--- src/rtl/perip_timer_cmp_pkg.sv ---
// Shared register map and constants for the memory-mapped machine timer.
package perip_timer_cmp_pkg;

    localparam int DATA_W = 32;

    typedef enum logic [1:0] {
        TIMER_MTIME_LO = 2'd0,
        TIMER_MTIME_HI = 2'd1,
        TIMER_CMP_LO   = 2'd2,
        TIMER_CMP_HI   = 2'd3
    } timer_reg_e;

    localparam logic [63:0] TIMER_CMP_RESET = 64'hFFFF_FFFF_FFFF_FFFF;

endpackage

--- src/rtl/perip_timer_cmp_if.sv ---
// Peripheral bus seen by the timer: one access per cycle while ena is high, plus the irq level.
interface perip_timer_cmp_if;
    import perip_timer_cmp_pkg::*;

    logic              ena;
    logic              rw;
    logic [DATA_W-1:0] addr;
    logic [DATA_W-1:0] wdata;
    logic [DATA_W-1:0] rdata;
    logic              irq;

    modport master (output ena, rw, addr, wdata, input rdata, irq);
    modport slave  (input ena, rw, addr, wdata, output rdata, irq);

endinterface

--- src/rtl/perip_timer_cmp_tick.sv ---
// Prescaler producing a one-cycle enable pulse every CLK_DIV clocks (the 1 us time base).
module perip_timer_tick #(
    parameter int CLK_DIV = 50
) (
    input  logic clk,
    input  logic rst,
    output logic tick
);

    localparam int            PW   = (CLK_DIV > 1) ? $clog2(CLK_DIV) : 1;
    localparam logic [PW-1:0] LAST = PW'(CLK_DIV - 1);

    logic [PW-1:0] prescaler;

    // NOTE: sequential state uses non-blocking assignments so every register samples pre-edge values.
    always_ff @(posedge clk) begin
        if (rst) begin
            prescaler <= '0;
        end else if (tick) begin
            prescaler <= '0;
        end else begin
            prescaler <= prescaler + PW'(1);
        end
    end

    assign tick = (prescaler == LAST);

endmodule

--- src/rtl/perip_timer_cmp.sv ---
// Machine timer: 64-bit mtime/mtimecmp behind a 32-bit bus, atomic mtime read snapshot, level irq.
module perip_timer_cmp
    import perip_timer_cmp_pkg::*;
#(
    parameter int CLK_DIV = 50
) (
    input  logic              clk,
    input  logic              rst,
    perip_timer_cmp_if.slave  bus
);

    logic              tick;
    logic [63:0]       mtime;
    logic [63:0]       mtimecmp;
    logic [DATA_W-1:0] shadow_hi;
    logic [DATA_W-1:0] rdata;
    logic              irq;
    timer_reg_e        sel;
    logic              wr_en;
    logic              rd_en;
    logic              unused_addr_bits;

    perip_timer_tick #(.CLK_DIV(CLK_DIV)) u_tick (
        .clk  (clk),
        .rst  (rst),
        .tick (tick)
    );

    assign sel              = timer_reg_e'(bus.addr[3:2]);
    assign wr_en            = bus.ena & bus.rw;
    assign rd_en            = bus.ena & ~bus.rw;
    assign unused_addr_bits = ^{bus.addr[DATA_W-1:4], bus.addr[1:0]};

    always_ff @(posedge clk) begin
        if (rst) begin
            mtime     <= '0;
            mtimecmp  <= TIMER_CMP_RESET;
            shadow_hi <= '0;
            rdata     <= '0;
            irq       <= 1'b0;
        end else begin
            // A write to either mtime half overrides that cycle's tick; the other half is untouched.
            if (wr_en && sel == TIMER_MTIME_LO) begin
                mtime[31:0] <= bus.wdata;
            end else if (wr_en && sel == TIMER_MTIME_HI) begin
                mtime[63:32] <= bus.wdata;
            end else if (tick) begin
                mtime <= mtime + 64'd1;
            end

            if (wr_en && sel == TIMER_CMP_LO) begin
                mtimecmp[31:0] <= bus.wdata;
            end
            if (wr_en && sel == TIMER_CMP_HI) begin
                mtimecmp[63:32] <= bus.wdata;
            end

            // Reading the low half latches the high half so a two-read sequence is coherent.
            if (rd_en) begin
                case (sel)
                    TIMER_MTIME_LO: begin
                        rdata     <= mtime[31:0];
                        shadow_hi <= mtime[63:32];
                    end
                    TIMER_MTIME_HI: rdata <= shadow_hi;
                    TIMER_CMP_LO:   rdata <= mtimecmp[31:0];
                    TIMER_CMP_HI:   rdata <= mtimecmp[63:32];
                endcase
            end

            irq <= (mtime >= mtimecmp);
        end
    end

    assign bus.rdata = rdata;
    assign bus.irq   = irq;

endmodule
--- src/flat_wrapper.sv ---
// flat-port wrapper written by rule: the top's interface ports become plain ports
module perip_timer_cmp_flat import perip_timer_cmp_pkg::*;
#(
    parameter int CLK_DIV = 50
)
  (clk, rst, bus_ena, bus_rw, bus_addr, bus_wdata, bus_rdata, bus_irq);
  perip_timer_cmp_if bus_i ();
  input  logic clk;
  input  logic rst;
  input wire logic [$bits(bus_i.ena)-1:0] bus_ena;
  input wire logic [$bits(bus_i.rw)-1:0] bus_rw;
  input wire logic [$bits(bus_i.addr)-1:0] bus_addr;
  input wire logic [$bits(bus_i.wdata)-1:0] bus_wdata;
  output wire logic [$bits(bus_i.rdata)-1:0] bus_rdata;
  output wire logic [$bits(bus_i.irq)-1:0] bus_irq;
  assign bus_i.ena = bus_ena;
  assign bus_i.rw = bus_rw;
  assign bus_i.addr = bus_addr;
  assign bus_i.wdata = bus_wdata;
  assign bus_rdata = bus_i.rdata;
  assign bus_irq = bus_i.irq;
  perip_timer_cmp #(.CLK_DIV(CLK_DIV)) u_core (.clk(clk), .rst(rst), .bus(bus_i));
endmodule
--- config.mk ---
export PLATFORM = sky130hd
export DESIGN_NAME = perip_timer_cmp_flat
export DESIGN_NICKNAME = d
export VERILOG_FILES = /design/src/rtl/perip_timer_cmp_pkg.sv /design/src/rtl/perip_timer_cmp_if.sv /design/src/rtl/perip_timer_cmp_tick.sv /design/src/rtl/perip_timer_cmp.sv /design/src/flat_wrapper.sv
export SDC_FILE = /design/constraint.sdc
export NUM_CORES = 1
export LEC_CHECK = 0
export ABC_AREA = 1
export CAP_MARGIN = 20
export CORE_MARGIN = 8
export CORE_UTILIZATION = 45
export CTS_CLUSTER_DIAMETER = 150
export CTS_CLUSTER_SIZE = 28
export DETAILED_ROUTE_END_ITERATION = 10
export SLEW_MARGIN = 20
export SYNTH_ARGS = -nofsm -noshare
export SYNTH_HDL_FRONTEND = slang
export SYNTH_HIERARCHICAL = 1
export SYNTH_SLANG_ARGS = --single-unit
--- constraint.sdc ---
create_clock -name clk -period 2.9 [get_ports clk]
set_clock_uncertainty 0.1 [all_clocks]
set_input_delay 0.435 -clock clk [delete_from_list [all_inputs] [get_ports clk]]
set_output_delay 0.435 -clock clk [all_outputs]
set_load 0.01 [all_outputs]
# Yosys cells after proc, flatten, opt, wreduce, memory -nomap -nowiden
# Cells that the tools add are included.
# totals
reg_bits,199
inputBits,68
output_inout_bits,33
# classes
n_addsub,2
order_cmp,1
n_eq_ne,5
muxes,5
n_bitwise,4
reduce_logical,11
# ops
op,n
$pmux W32 S4,1
$mux W32,3
$add A64 B1 Y64 const B,1
$ge A64 B64 Y1,1
$mux W64,1
$add A6 B1 Y6 const B,1
$eq A6 B6 Y1 const B,1
$reduce_and A2 Y1,3
$eq A2 B2 Y1 const B,2
$logic_and A1 B1 Y1,4
$reduce_bool A2 Y1,2
$and A1 B1 Y1,2
$eq A2 B1 Y1 const B,1
$logic_not A2 Y1,1
$ne A2 B1 Y1 const B,1
$not A1 Y1,2
$reduce_or A2 Y1,1

# Logic depth before layout (Yosys ltp)
# Gate-level depths: netlist (run 1).
# logic_depth
word_depth,4
depth_mapped,14
mapped_depth_nobuf,14

# Cells and area by module
# The synthesis (run 1) kept the hierarchy.
# by_module_without_submodules
module,instances,cells_each,area_each_um2,seq_area_each_um2
perip_timer_cmp,1,1813,11738.8,3863.7
perip_timer_tick,1,34,282.8,120.1

# Worst setup path after synthesis (run 1)
# OpenSTA, ideal clock, no wires.
# synth_timing
path_kind,flip-flop to flip-flop
from,register u_core.mtime[1]
to,register u_core.mtime[32]
arrival_ns,1.479
setup_slack_ns,1.206
path_stages_with_launch,11
n_path_buf,0
synth_period_minus_slack_ns,1.694
path_cell_list,dfxtp_1 ha_1 inv_1 nor2_2 nand2_2 nor2_4 nand2_2 o21ai_1 nand2_1 o21ai_1 nor2_1
# synth_via
elab_chain_len,3
# synth_lines
element,line_no,rtl
from (decl),perip_timer_cmp.sv:13,logic [63:0] mtime;
from (signal assigned),perip_timer_cmp.sv:44,mtime[31:0] <= bus.wdata;
from (signal assigned),perip_timer_cmp.sv:48,mtime <= mtime + 64'd1;
$add A64 B1 Y64,perip_timer_cmp.sv:48,
$mux W64,perip_timer_cmp.sv:47,end else if (tick) begin
$mux W32,perip_timer_cmp.sv:45,end else if (wr_en && sel == TIMER_MTIME_HI) begin
# No other way between the ends. The select of a mux whose other input is x is not followed.
# A chain may end at the register's enable or synchronous reset.

# Worst setup path after layout (run 1)
# layout_timing
from,register u_core.mtime[20]
to,register u_core.mtime[41]
# Same word-level chain as after synthesis.

==> results of run 1 <==
-- flip-flops by register name, indices dropped and copies added, names as in the netlist --
register / cells
u_core/shadow_hi: 32
u_core/u_tick/prescaler: 6
u_core/bus.rdata: 32
u_core/bus.irq: 1
u_core/mtimecmp: 64
u_core/mtime: 64
-- power by group --
group          total [uW]  switching (uW)  internal, uW  leakage (uW)
clock                2520            1340          1180      0.000287
sequential           2860            47.6          2810       0.00162
combinational         645             403           242       0.00424
total                6020            1790          4230       0.00614
-- routing by layer --
| layer | up-vias | routed length [um] |
|---|---|---|
| li1 | 6191 | - |
| met4 | 0 | 2530 |
| met5 | - | 0 |
| met1 | 5914 | 20600 |
| met2 | 563 | 22200 |
| met3 | 113 | 3060 |
-- area by class of cell --
type	count	area (um2)
repair buffers	112	1070
flip-flops and latches	199	3980
clock buffers	18	429
clock inverters	14	171
well taps	341	427
multi-input cells	1357	6910
fillers	2799	12800
inverters	207	778
-- placed cells by master (no fill, tap or decap), drive strengths merged, types with 2 or more instances in the layout --
cell type / netlist / routed
buf: 32 / 43
clkdlybuf4s50: 0 / 69
ha: 67 / 67
a21o: 2 / 2
o211ai: 32 / 32
clkinv: 2 / 8
xor2: 6 / 6
o22ai: 22 / 22
inv: 205 / 212
nor2: 220 / 220
nor3: 19 / 19
clkbuf: 52 / 18
dfxtp: 199 / 199
nand3: 50 / 50
nand3b: 2 / 2
xnor2: 7 / 7
nand4: 14 / 14
o221ai: 10 / 10
a31oi: 12 / 12
nand2: 455 / 455
a21oi: 239 / 239
o31ai: 3 / 3
o21ai: 192 / 192
-- per-stage QoR --
step                      utilization, %  instance area [um2]  setup WS [ns]  instances  power (uW)
after global routing                51.8                13800          0.351       2248        6210
after CTS                           51.8                13800          0.462       2248        6040
after floorplan                        -                12000           1.21       1847        3250
after global placement              49.6                13200          0.320       2216        3550
after detailed placement            49.6                13200          0.276       2216        3560
final                               51.8                13800          0.446       2248        6020
-- worst register-to-register path, delay by kind of cell, from the launching register on --
kind	cells	cell delay, ns
flops	1	0.60
compound gates	1	0.13
simple gates	8	1.53
-- path summary, 6_finish.rpt --
path | slack [ns] | to | start | depth (start not counted)
setup / recovery | 0.45 | u_core/mtime[41]$_SDFFE_PP0P_ | u_core/mtime[20]$_SDFFE_PP0P_ | 9
hold / removal | 0.36 | u_core/mtime[28]$_SDFFE_PP0P_ | rst | 2
setup reg to reg | 0.45 | u_core/mtime[41]$_SDFFE_PP0P_ | u_core/mtime[20]$_SDFFE_PP0P_ | 9
hold reg to reg | 0.37 | u_core/bus.rdata[27]$_SDFFE_PP0P_ | u_core/mtimecmp[59]$_SDFFE_PP1P_ | 2
-- logic make-up after synthesis --
group	synth area share (%)
AOI/OAI and AO/OA	23.2
xor gates and xnor gates	0.947
adders and majority gates	6.97
buffers and inverters	9.48
DFF	33.1
and+or+nand+nor	26.3
==> qor.yml, run 1 <==
status:
  outcome: "completed"
routing:
  via_per_inst: 5.69
  postRouteAntennaNets: 0
  routedWlPerCell_um: 21.5
  drtIter0Drc: 1200
  first_pass_iters: 6
  drc: 0
  dr_total_vias: 12800
  drt_wl_total_um: 48400
die:
  dieWidth_um: 179
  boundaryPins: 101
  core_area_um2: 26600
  row_count: 60
  start_util_pct: 45.2
  die_area_um2: 32200
  die_h_um: 179
cts:
  clock-sinks: 199
  cts_resized: 0
  cts_buffer_depth: 2
  clk_pin_slew_ns: 0.09
  root_buffer: "clkbuf_16"
  cts_tree: "done"
  cts_hold_buffers: 0
  post_cts_buffers: 0
  h-tree-depth: 4
  cts_made_buffers: 17
  clk-insertion-delay-late_ns: 0.45
grt:
  grt_pass1_vias: 12300
  grt_max_degree: 115
  overflow: 0
  grt_use_met3_pct: 3.55
  use_met1_pct: 36.9
  global_route.usage.met2_pct: 49.2
  track_usage_pct: 29.4
  grt_pass1_wl_um: 73700
  grt.busiest_layer: "met2"
  antenna_found_initial: 0
synthesis:
  synth-edff-count: 0
  syn_area_um2: 12000
  yosys.area.top_type: "dfxtp_1"
  synth_warnings: 6
  synth_nets: 1982
  yosysMostFrequentCell: "nand2_1"
  synth_cell_types: 42
  syn_area_per_cell_um2: 6.51
  synth.area.top_cells: "dfxtp_1, nand2_1, a21oi_1"
  yosysTopAreaCellShare_pct: 33.1
  yosysSeqAreaShare_pct: 33.1
  syn_inst: 1847
  async_reset_ff_share_pct: 0
  ys_ff_latch: 199
  synthTopCellsByCount: "nand2_1, a21oi_1, inv_1"
  ys.flop_type: "dfxtp_1"
setup_path:
  path_buf_inv: 0
  crit_path_end_kind: "register"
  crit_top_cell: "nand2_1"
  critPathMaxStageDelay_ns: 0.60
  worst_path_max_delay_cell: "dfxtp_1"
  crit_chain: "nand2_1 -> nor2_2 -> nand3_1 -> nor3_1 -> nand2_1 -> nand2_1 -> nand2_1 -> o21ai_1 -> nor2_1"
  critPathLaunchType: "register"
  cp.required_ns: 3.15
  critPathKind: "reg2reg"
  crit_fanout: 6
  path_delay_family: "simple AND/OR/NAND/NOR gates"
  worstPathArrival_ns: 2.70
sta:
  min_period_ns: 2.45
  final_hold_viol_count: 0
  maxSlewHeadroom_pct: 50.6
  tns_ns: 0
  slew_viol_final: 0
  rsz0062_at_grt: "false"
  finalSetupViolCount: 0
  max_freq_ghz: 0.408
  fin_crit_sh_pct: 84.6
  hold_ws_ns: 0.364
  tightest_slew_ns: 0.740
run:
  cap_violations: 0
layout:
  drive_above_1_share_pct: 6.45
  layout.nets: 2029
  areaGrowthSynthToFinish_pct: 14.6
  antenna_cells: 0
pwr:
  leakagePower_uw: 0.00614
  power.density_nw_per_um2: 437
  vdd_drop_max_uv: 354
placed_design:
  routabilityCongestion: 0.973
  port_buffers: 70
  dp_hpwl_um: 36900
worst_hold_path:
  hold_class: "in2reg"
Power figures use the tool's default switching activity.
==> run 2: changes to the inputs <==
- clock period: 2.9 -> 2.28 ns (I/O delays scaled with it)
==> run 2 against run 1 <==
Net effect:
- die area did not move
- register-to-register slack worse by 0.35 ns
- via count rose by 0.64%
==> qor.yml, run 2 (synthesized netlist as in run 1, its figures left out) <==
cts:
  cts_made_buffers: 17  # unchanged
  clk_pin_slew_ns: 0.09  # about the same
  cts_tree: "done"  # unchanged
  clock-sinks: 199  # unchanged
  h-tree-depth: 4  # unchanged
  root_buffer: "clkbuf_16"  # unchanged
  clk-insertion-delay-late_ns: 0.45  # about the same
  cts_buffer_depth: 2  # unchanged
setup_path:
  worst_path_max_delay_cell: "dfxtp_1"  # unchanged
  critPathKind: "reg2reg"  # unchanged
  path_delay_family: "simple AND/OR/NAND/NOR gates"  # unchanged
  crit_chain: "buf_4 -> ha_1 -> nand2_1 -> nor2_1 -> nand4_1 -> a21oi_1 -> nor2_1 -> nand2_1 -> nand2_1 -> a21oi_1"  # was nand2_1 -> nor2_2 -> nand3_1 -> nor3_1 -> nand2_1 -> nand2_1 -> nand2_1 -> o21ai_1 -> nor2_1
  r2r_end: "u_core/bus.irq$_SDFF_PP0_"  # was u_core/mtime[41]$_SDFFE_PP0P_
  crit_fanout: 5  # was 6
  crit_top_cell: "nand2_1"  # unchanged
  worstPathArrival_ns: 2.43  # was 2.70 ns
  cp.required_ns: 2.52  # was 3.15 ns
  r2r-start: "u_core/mtime[12]$_SDFFE_PP0P_"  # was u_core/mtime[20]$_SDFFE_PP0P_
  reg2reg_depth: 10  # was 9
  crit_path_end_kind: "register"  # unchanged
  critPathLaunchType: "register"  # unchanged
  critPathMaxStageDelay_ns: 0.42  # was 0.60 ns
  rrSetupSlack_ns: 0.09  # was 0.45 ns
  path_buf_inv: 1  # was 0
layout:
  multi_input_area_um2: 6920  # was 6910 um2
  areaGrowthSynthToFinish_pct: 21.0  # was 14.6%
  fin_util_pct: 54.7  # was 51.8%
  fillers: 2727  # was 2,799
  drive_above_1_share_pct: 10.6  # was 6.45%
  layout.nets: 2108  # was 2,029
  final_cell_mix: "nand2_1, a21oi_1, inv_1, nor2_1, dfxtp_1"  # was nand2_1, a21oi_1, inv_1, dfxtp_1, nor2_1
  design_area_um2: 14500  # was 13,800 um2
  layoutNonFillerInstCount: 2327  # was 2,248
  reg_top3: "u_core/mtime: 64 flops, u_core/mtimecmp: 64 flops"  # unchanged
  antenna_cells: 0  # unchanged
  ff_latch_area_um2: 3990  # was 3980 um2
  final_common_cell: "nand2_1"  # unchanged
sta:
  min_period_ns: 2.19  # was 2.45 ns
  final_hold_viol_count: 0  # unchanged
  hold_ws_ns: 0.291  # was 0.364 ns
  maxSlewHeadroom_pct: 62.8  # was 50.6%
  fin_crit_sh_pct: 95.8  # was 84.6%
  tns_ns: 0  # unchanged
  slew_viol_final: 0  # unchanged
  finalSetupViolCount: 0  # unchanged
  tightest_slew_ns: 0.553  # was 0.740 ns
  max_freq_ghz: 0.458  # was 0.408 GHz
  rsz0062_at_grt: "false"  # unchanged
placed_design:
  place_inst: 2292  # was 2,216
  port_buffers: 70  # unchanged
  routabilityCongestion: 0.975  # was 0.973
  dp_hpwl_um: 38500  # was 36,900 um
  postPlaceCellArea_um2: 13900  # was 13,200 um2
grt:
  track_usage_pct: 29.5  # was 29.4%
  overflow: 0  # unchanged
  antenna_found_initial: 0  # unchanged
  grt_pass1_wl_um: 73600  # was 73,700 um
  grt_pass1_vias: 12100  # was 12,300
  grt_max_degree: 81  # was 115
pwr:
  leakagePower_uw: 0.00661  # was 0.00614 uW
  vdd_drop_max_uv: 427  # was 354 uV
  power.density_nw_per_um2: 530  # was 437 nW/um2
die:
  core_area_um2: 26600  # unchanged
  start_util_pct: 45.2  # unchanged
  boundaryPins: 101  # unchanged
  die_area_um2: 32200  # unchanged
  die_h_um: 179  # unchanged
  row_count: 60  # unchanged
  dieWidth_um: 179  # unchanged
status:
  outcome: "completed"  # unchanged
routing:
  via_per_inst: 5.53  # was 5.69
  drtIter0Drc: 1196  # was 1,200
  postRouteAntennaNets: 0  # unchanged
  first_pass_iters: 7  # was 6
  drt_wl_total_um: 49100  # was 48,400 um
  drc: 0  # unchanged
  routedWlPerCell_um: 21.1  # was 21.5 um
  dr_total_vias: 12900  # was 12,800
run:
  cap_violations: 0  # unchanged
worst_hold_path:
  hold_end: "u_core/mtime[61]$_SDFFE_PP0P_"  # was u_core/mtime[28]$_SDFFE_PP0P_
  hold_class: "in2reg"  # unchanged
  min-delay-start: "rst"  # unchanged
  min_path_cells: 3  # was 2
-- run 2: worst max path at each step --
stage                                        from                            end  cells past startpoint
floorplan            u_core/mtime[1]$_SDFFE_PP0P_  u_core/mtime[32]$_SDFFE_PP0P_                     10
global placement    u_core/mtime[19]$_SDFFE_PP0P_  u_core/mtime[41]$_SDFFE_PP0P_                     10
detailed placement                    bus_addr[3]   u_core/mtime[6]$_SDFFE_PP0P_                     10
CTS                 u_core/mtime[19]$_SDFFE_PP0P_  u_core/mtime[41]$_SDFFE_PP0P_                     10
global route        u_core/mtime[12]$_SDFFE_PP0P_  u_core/mtime[35]$_SDFFE_PP0P_                     11
finish              u_core/mtime[12]$_SDFFE_PP0P_      u_core/bus.irq$_SDFF_PP0_                     10
-- run 2: final cells by class --
class,instances,area share (%)
Clock buffer,18,3.02
Multi-Input combinational cell,1357,47.6
Timing Repair Buffer,191,12.5
Tap cell,341,2.93
Sequential cell,199,27.4
Inverter,207,5.35
Clock inverter,14,1.16
-- run 2: layer usage --
metal	global-route usage [%]	up-vias	wire (um)
li1	-	6349	-
met1	36.9	5971	21100
met2	50.0	441	23000
met3	3.71	102	2540
met4	13.6	0	2400
met5	0	-	0
-- run 2: power breakdown --
group / internal (uW) / total, uW / switching, uW
clock network: 1530 / 3210 / 1690
logic: 344 / 863 / 519
registers: 3580 / 3640 / 57.1
total: 5450 / 7710 / 2260
-- run 2: what timing repair did --
item,CTS,global route
gates resized for setup,1,7
buffers inserted,0,3
pin swaps,0,1
hold buffers,0,0
endpoints found under the setup margin,1,9
hold endpoints to repair,0,0
-- run 2: metrics by stage --
| step | setup WS (ns) | total power [uW] |
|---|---|---|
| 2_1_floorplan | 0.586 | 4140 |
| 5_1_grt | 0.00679 | 7950 |
| 3_3_place_gp | -0.0391 | 4550 |
| 4_1_cts | 0.0749 | 7740 |
| 6_report | 0.0948 | 7710 |
| 3_5_place_dp | -0.0900 | 4560 |
-- run 2: tightest hold or removal path: stages --
cell and delay [ns]:
buf_2 0.12, buf_12 0.18, a21oi_2 0.13
